`config.mk`:
```
export PLATFORM = sky130hd
export DESIGN_NAME = dm_store_buffer
export DESIGN_NICKNAME = d
export VERILOG_FILES = /design/src/rtl/dm_store_buffer.sv
export SDC_FILE = /design/constraint.sdc
export NUM_CORES = 1
export LEC_CHECK = 0
export CORE_ASPECT_RATIO = 1.75
export CORE_UTILIZATION = 51
export DETAILED_ROUTE_END_ITERATION = 7
export GPL_ROUTABILITY_DRIVEN = 0
export PLACE_DENSITY = 0.77
export SYNTH_ARGS = -nofsm -noshare
export SYNTH_HDL_FRONTEND = slang
export SYNTH_SLANG_ARGS = --single-unit
```
`constraint.sdc`:
```
create_clock -name i_clk -period 2.9 [get_ports i_clk]
set_input_delay 0.58 -clock i_clk [delete_from_list [all_inputs] [get_ports i_clk]]
set_output_delay 0.58 -clock i_clk [all_outputs]
set_load 0.05 [all_outputs]
```
`src/rtl/dm_store_buffer.sv`:
```
// dm_store_buffer
//
// Store buffer between the execute stage and the 16-word data memory. Word stores are
// queued in a circular FIFO. They drain one per cycle into the memory write port, and a
// load on the port takes priority over a drain. Loads that hit a pending word (bits
// [5:2]) get the youngest buffered data. A fence request drains the whole buffer and
// then pulses o_fence_done.
//
// Ports
//   i_clk, i_reset    posedge clock; synchronous active-high reset
//   i_st_valid/addr/data, o_st_ready
//                     store request; accepted when valid && ready
//   i_ld_valid        a load occupies the memory port this cycle
//   i_ld_addr         load byte address
//   o_ld_hit/o_ld_data
//                     combinational forwarding result (data is 0 on a miss)
//   i_fence_req       level request to drain the buffer completely
//   o_fence_done      one-cycle pulse when the drain completes
//   o_dm_wr_en/o_dm_addr/o_dm_data
//                     registered memory write port (the memory writes on negedge)
//   o_count           number of queued entries, not counting the issued one
module dm_store_buffer #(
   parameter int unsigned DEPTH = 4,
   parameter int unsigned DW    = 32,
   parameter int unsigned AW    = 32
) (
   input  logic                     i_clk,
   input  logic                     i_reset,
   input  logic                     i_st_valid,
   input  logic [AW-1:0]            i_st_addr,
   input  logic [DW-1:0]            i_st_data,
   output logic                     o_st_ready,
   input  logic                     i_ld_valid,
   input  logic [AW-1:0]            i_ld_addr,
   output logic                     o_ld_hit,
   output logic [DW-1:0]            o_ld_data,
   input  logic                     i_fence_req,
   output logic                     o_fence_done,
   output logic                     o_dm_wr_en,
   output logic [AW-1:0]            o_dm_addr,
   output logic [DW-1:0]            o_dm_data,
   output logic [$clog2(DEPTH):0]   o_count
);

   localparam int unsigned PW = $clog2(DEPTH);
   localparam int unsigned CW = PW + 1;

   typedef enum logic [1:0] {StIdle, StFence, StDone} state_t;

   state_t        r_state;
   logic [PW-1:0] r_head;
   logic [PW-1:0] r_tail;
   logic [CW-1:0] r_count;
   logic [AW-1:0] r_addr [DEPTH];
   logic [DW-1:0] r_data [DEPTH];
   logic          r_wr_en;
   logic [AW-1:0] r_dm_addr;
   logic [DW-1:0] r_dm_data;
   logic          r_fence_done;

   logic          w_enq;
   logic          w_issue;
   logic          w_can_issue;
   logic [PW-1:0] w_idx;
   logic          w_unused;

   // Only the word index takes part in matching.
   assign w_unused = ^{i_ld_addr[AW-1:6], i_ld_addr[1:0]};

   // A full buffer refuses a store even when an issue frees a slot at the same edge.
   assign o_st_ready = (r_count != CW'(DEPTH)) && (r_state == StIdle);
   assign w_enq      = i_st_valid && o_st_ready;

   always_comb begin
      w_can_issue = 1'b0;
      case (r_state)
         StIdle:  w_can_issue = !i_ld_valid;
         StFence: w_can_issue = 1'b1;
         default: w_can_issue = 1'b0;
      endcase
   end

   assign w_issue = (r_count != '0) && w_can_issue;

   // Queue storage: the entry contents need no reset, because r_count sets validity.
   always_ff @(posedge i_clk) begin
      if (w_enq) begin
         r_addr[r_tail] <= i_st_addr;
         r_data[r_tail] <= i_st_data;
      end
   end

   always_ff @(posedge i_clk) begin
      if (i_reset) begin
         r_head    <= '0;
         r_tail    <= '0;
         r_count   <= '0;
         r_wr_en   <= 1'b0;
         r_dm_addr <= '0;
         r_dm_data <= '0;
      end else begin
         if (w_enq) begin
            r_tail <= r_tail + PW'(1);
         end
         if (w_issue) begin
            r_head    <= r_head + PW'(1);
            r_wr_en   <= 1'b1;
            r_dm_addr <= r_addr[r_head];
            r_dm_data <= r_data[r_head];
         end else begin
            r_wr_en <= 1'b0;
         end
         case ({w_enq, w_issue})
            2'b10:   r_count <= r_count + CW'(1);
            2'b01:   r_count <= r_count - CW'(1);
            default: r_count <= r_count;
         endcase
      end
   end

   // Fence control. In StFence, r_count == 0 already means that no issue happens at
   // this edge.
   always_ff @(posedge i_clk) begin
      if (i_reset) begin
         r_state      <= StIdle;
         r_fence_done <= 1'b0;
      end else begin
         r_fence_done <= 1'b0;
         case (r_state)
            StIdle: begin
               if (i_fence_req) begin
                  r_state <= StFence;
               end
            end
            StFence: begin
               if (r_count == '0) begin
                  r_state      <= StDone;
                  r_fence_done <= 1'b1;
               end
            end
            StDone:  r_state <= StIdle;
            default: r_state <= StIdle;
         endcase
      end
   end

   // Forwarding. The issued register has the lowest priority: the memory commits it only
   // at the coming negedge. Queue entries are then scanned from oldest to youngest, so
   // the youngest match is the one that ends up in the output.
   always_comb begin
      o_ld_hit  = 1'b0;
      o_ld_data = '0;
      w_idx     = '0;
      if (r_wr_en && (r_dm_addr[5:2] == i_ld_addr[5:2])) begin
         o_ld_hit  = 1'b1;
         o_ld_data = r_dm_data;
      end
      for (int unsigned i = 0; i < DEPTH; i++) begin
         w_idx = r_head + PW'(i);
         if ((CW'(i) < r_count) && (r_addr[w_idx][5:2] == i_ld_addr[5:2])) begin
            o_ld_hit  = 1'b1;
            o_ld_data = r_data[w_idx];
         end
      end
   end

   assign o_fence_done = r_fence_done;
   assign o_dm_wr_en   = r_wr_en;
   assign o_dm_addr    = r_dm_addr;
   assign o_dm_data    = r_dm_data;
   assign o_count      = r_count;

endmodule

```
* Word-level counts from Yosys, hierarchy flattened
Memory sizes are Yosys's and may differ from the RTL's. A register that Yosys moved wholly into a read port is not among the register bits.
Index checks and enable logic that the tools add are counted.
** Cells by class
- $add $sub $neg :: 6
- $lt $le $gt $ge :: 4
- Equality and inequality tests :: 11
- Muxes and demuxes :: 23
- Bitwise operators :: 1
- Reductions and logical operators :: 15
** Operators with widths (count)
- $mux W32 :: 5
- $eq A4 B4 Y1 :: 5
- $mux W2 :: 6
- $mux W1 :: 9
- $logic_and A1 B1 Y1 :: 8
- $lt A1 B3 Y1 const A :: 2
- $lt A2 B3 Y1 const A :: 2
- $pmux W3 S2 :: 1
- $add A2 B1 Y2 const B :: 2
- $add A2 B2 Y2 const B :: 2
- $eq A2 B1 Y1 const B :: 2
- $ne A2 B2 Y1 const B :: 2
- $pmux W2 S2 :: 1
- $add A3 B1 Y3 const B :: 1
- $logic_not A3 Y1 :: 1
- $ne A3 B3 Y1 const B :: 1
- $reduce_bool A3 Y1 :: 1
- $sub A3 B1 Y3 const B :: 1
- $eq A2 B2 Y1 const B :: 1
- $logic_not A2 Y1 :: 1
- $pmux W1 S2 :: 1
- $reduce_and A2 Y1 :: 1
- $reduce_bool A2 Y1 :: 1
- $reduce_or A2 Y1 :: 1
- 2 further kinds :: 2
** Storage, ports and cells
- Bits in registers :: 75
- RAM bits :: 256
- Bits of input ports :: 101
- Memories :: 2
** Memories
- r_addr :: depth 4, bits a word 32, rd ports 4, clocked after memory_dff 1, write ports 1, RTL line 54 : logic [AW-1:0] r_addr [DEPTH];
- r_data :: depth 4, bits a word 32, rd ports 4, clocked after memory_dff 1, write ports 1, RTL line 55 : logic [DW-1:0] r_data [DEPTH];

* Depth between registers and ports, before layout
- Depth after elaboration :: 7
- Gate-level depth with buffers :: 10
- Mapped depth without buffers :: 9

* Worst setup path after synthesis
Ideal clock, no wire load.
- Kind :: register to register
- Start :: register r_count[0] (netlist: o_count[0])
- End :: memory r_addr[0][0] (enable)
- Setup time :: 0.429 ns
- Arrival time :: 4.216 ns
- Required time :: 2.471 ns
- Slack :: -1.745 ns
- Cell stages (with the launch flop) :: 5
- Path buffers :: 0
- Cell sequence :: dfxtp_1 -> inv_1 -> ha_1 -> a211oi_1 -> and3_1
** Between the ends
- Word-level cells in the longest chain between the ends :: 5
** Ends and longest elaborated chain
- start: declaration :: RTL line 53 : logic [CW-1:0] r_count;
- start signal: assignment :: RTL line 114 : 2'b10: r_count <= r_count + CW'(1);
- start signal: assignment :: RTL line 115 : 2'b01: r_count <= r_count - CW'(1);
- start signal: assignment :: RTL line 116 : default: r_count <= r_count;
- $ne A3 B3 Y1 :: RTL line 71 : assign o_st_ready = (r_count != CW'(DEPTH)) && (r_state == StIdle);
- $logic_and A1 B1 Y1 :: RTL line 71
- named net o_st_ready :: RTL line 32 : output logic o_st_ready,
- $logic_and A1 B1 Y1 :: RTL line 72 : assign w_enq = i_st_valid && o_st_ready;
- $mux W1 :: RTL line 87 : if (w_enq) begin
- $mux W1 (implied by the code) :: RTL line 88 : r_addr[r_tail] <= i_st_addr;
- end: declaration :: RTL line 54
The timed path passes the listed nets, and every way through them passes these cells.

==> metrics <==
WP buf/inv=4; Async SR Flop Fraction=0; initial antenna violation count=1; grt met2 use=0.4818; total track usage=0.2660; Seq cells post-synth=333; clk sinks=333; Core Util, Final=0.6849; Critical Path End=o_ld_data[10]; most used cell, CP=buf_4; Post-synth EDFFs=256; detailed-placement wirelength estimate=26330 µm; fin crit share=1.311; drt wl/cell=23.44 µm; Fin. Hold Viols=0; CP max stage delay=0.50 ns; post-synthesis cell area=16420 µm²; PortBufs=175; fmax=0.2631 GHz; Vias/cell=6.136; Overflow after GRT=0; TritonCTS clock tree=built; area leader, netlist=edfxtp_1; DR pass1 iterations=5; Max Slew Vio Count=0; layout cell share with drive strength beyond 1=0.3182; # H-tree levels=1; Max Cap Violations=0; Mapped Avg Cell Area=13.52 µm²; RSZ-0062 raised after global routing=yes; post-route ant nets=0; net count after synthesis=1324; clock latency on the worst-skew pair=0.57 ns; CP arrival=3.22 ns; synth top area cells=edfxtp_1 47%, mux4_2 14%, dfxtp_1 9.4%; sequential area share after synthesis=0.5621; Final #Nets=1538; DRT iter0 DRCs=779; Setup crit start=r_addr[3][3]; final instance area=21670 µm²; Yosys warnings=0; Worst-Margin Slew=0.9317 ns; Placed Area=19480 µm²; gr busiest metal=met2; first-pass GRT wire length=65220 µm; Setup Skew=0.01194 ns; maximum VDD drop=0.7415 mV; Die ar.=32940 µm²; Startpoint Class=register; Critical Path, Cell by Cell=buf_4 > mux4_2 > xnor2_1 > buf_4 > a31oi_4 > bufbuf_16 > a221oi_4 > o31ai_4 > buf_6; Die Wd=137.6 µm; routed wire length=43330 µm; synth unique cells=41; GR Layer Usage met1=0.2971; drc violations=0; violated checks=setup timing; CP Capture Type=output port; Reg2Reg Depth=9; DP Cell Count=1764; setup violators final=33; Worst-path clk slew=0.06 ns; ys flop type=edfxtp_1; CTS Buffer Depth=3; clock root buffer=clkbuf_16; total stage count of the critical path=9; hold buffer count at cts=0; Final WS setup=-0.9006 ns; CTS Buf Count=31; Final min period=3.801 ns; Final Power=19.85 mW; worst flop-to-flop path endpoint=o_count[2]; hold crit path type=reg -> reg; worst endpoint required time=2.32 ns; starting density of the core=0.5190; vias in the first global route=11850; R2R Setup Slk=0.56 ns; CP top delay family=buffers and inverters; Synth top area share=0.4682; Cells after Synth=1214; Core Area=31640 µm²; Finished Layout Cells=1849; worst-path fanout max=8; largest net degree at the start of global routing=122; Crit-path slowest cell=mux4_2; crit path kind=reg -> out; layout overhead on the synthesized area=31.97%; Worst slew margin=0.3789; vias=11350; met3 usage=0.04190; num rows=86; Pwr per Cell Area=916.1 nW/µm²; dpl ws=-0.6038 ns; status=finished with violations; r2r startpoint=o_count[0]; IO Pins=204; Die Y=239.4 µm; Static Leak=7.143 nW
==> where the power goes <==
group          switching, mW  total, mW  internal (mW)
registers              0.470       6.34           5.87
logic                   5.13       8.81           3.69
clock network           1.80       4.70           2.90
total                   7.39       19.8           12.5
==> worst min path at each step <==
stage | startpoint | endpoint | cells past startpoint
2_1_floorplan | r_tail[1] | r_tail[1] | 2
3_3_place_gp | o_dm_addr[25] | o_dm_addr[25] | 2
3_5_place_dp | o_dm_addr[6] | o_dm_addr[6] | 2
4_1_cts | o_dm_addr[8] | o_dm_addr[8] | 2
5_1_grt | o_dm_addr[14] | o_dm_addr[14] | 2
6_report | o_dm_addr[7] | o_dm_addr[7] | 2
==> metal layers <==
layer	vias to the layer above	part of all wire
li1	5083	-
met1	5704	0.36
met3	113	0.060
met5	-	0
met2	445	0.54
met4	0	0.045
==> final cells by class <==
| cell class | count | area, µm² |
|---|---|---|
| sequential | 333 | 9246 |
| clock buffer | 37 | 818.3 |
| timing repair buffer | 284 | 3151 |
| inverter | 38 | 142.6 |
| antenna | 1 | 2.502 |
| multi-input combinational | 740 | 7451 |
| fill | 2164 | 9968 |
| clock inverter | 20 | 360.3 |
| tap | 396 | 495.5 |
==> cells in the final DEF (no fill, tap or decap), drive strengths merged <==
| cell type | instances |
|---|---|
| xnor2 | 12 |
| xor2 | 15 |
| clkinv | 6 |
| ha | 9 |
| nor4 | 2 |
| clkdlybuf4s50 | 140 |
| inv | 39 |
| a211oi | 34 |
| nor3 | 5 |
| a221oi | 32 |
| buf | 140 |
| clkinvlp | 3 |
| a31oi | 1 |
| mux2 | 32 |
| and2 | 2 |
| mux2i | 69 |
| or2 | 1 |
| o311a | 1 |
| mux4 | 106 |
| dfxtp | 77 |
| a21oi | 100 |
| edfxtp | 256 |
| and3 | 5 |
| o31ai | 32 |
| diode | 1 |
| bufinv | 10 |
| nor2 | 72 |
| or3 | 4 |
| o21ba | 1 |
| nand2 | 166 |
| nand3 | 3 |
| clkbuf | 39 |
| o21ai | 34 |
| nor2b | 2 |
| bufbuf | 2 |
==> state kept, by name (all words and copies together), names as in the netlist, named ones only <==
| register | flops |
|---|---|
| o_count | 3 |
| o_dm_wr_en | 1 |
| o_dm_addr | 32 |
| o_fence_done | 1 |
| r_state | 2 |
| o_dm_data | 32 |
| r_tail | 2 |
| r_data | 128 |
| r_addr | 128 |
| r_head | 2 |
==> kinds of logic after synthesis <==
| group | synth area share |
|---|---|
| fa+ha+maj | 0.006859 |
| xor+xnor | 0.01440 |
| mux | 0.2099 |
| simple gates | 0.06401 |
| flops | 0.5621 |
| buf+inv | 0.04016 |
| compound gates | 0.1026 |
==> metrics by stage <==
| step | hold slack [ns] | setup TNS [ns] |
|---|---|---|
| detailed placement | 0.4513 | -17.90 |
| finish | 0.4626 | -26.34 |
| CTS | 0.4662 | -26.43 |
| global placement | 0.4444 | -17.45 |
| global route | 0.4748 | -29.24 |
| floorplan | 0.4692 | -1.858 |
==> cells in the mapped netlist (all sizes together) (4+ instances only) <==
cell      n
edfxtp  256
nand2   166
mux4    106
a21oi   100
dfxtp    77
nor2     72
mux2i    69
clkbuf   59
buf      44
inv      38
a211oi   34
o21ai    34
a221oi   32
mux2     32
o31ai    32
xor2     15
xnor2    12
ha        9
and3      5
nor3      5
or3       4
==> tightest hold or removal path, cell delays in order (launching register included) <==
cell and delay, ns:
dfxtp_1 0.31, nand2_1 0.05, a21oi_1 0.05
==> what timing repair did <==
| action | CTS | global route |
|---|---|---|
| setup buffers | 17 | 7 |
| pin swaps | 7 | 10 |
| setup endpoints to repair | 33 | 33 |
| gates resized for setup | 70 | 57 |
| cloned | 3 | 1 |
No activity file was read; power rests on OpenSTA's default activity.
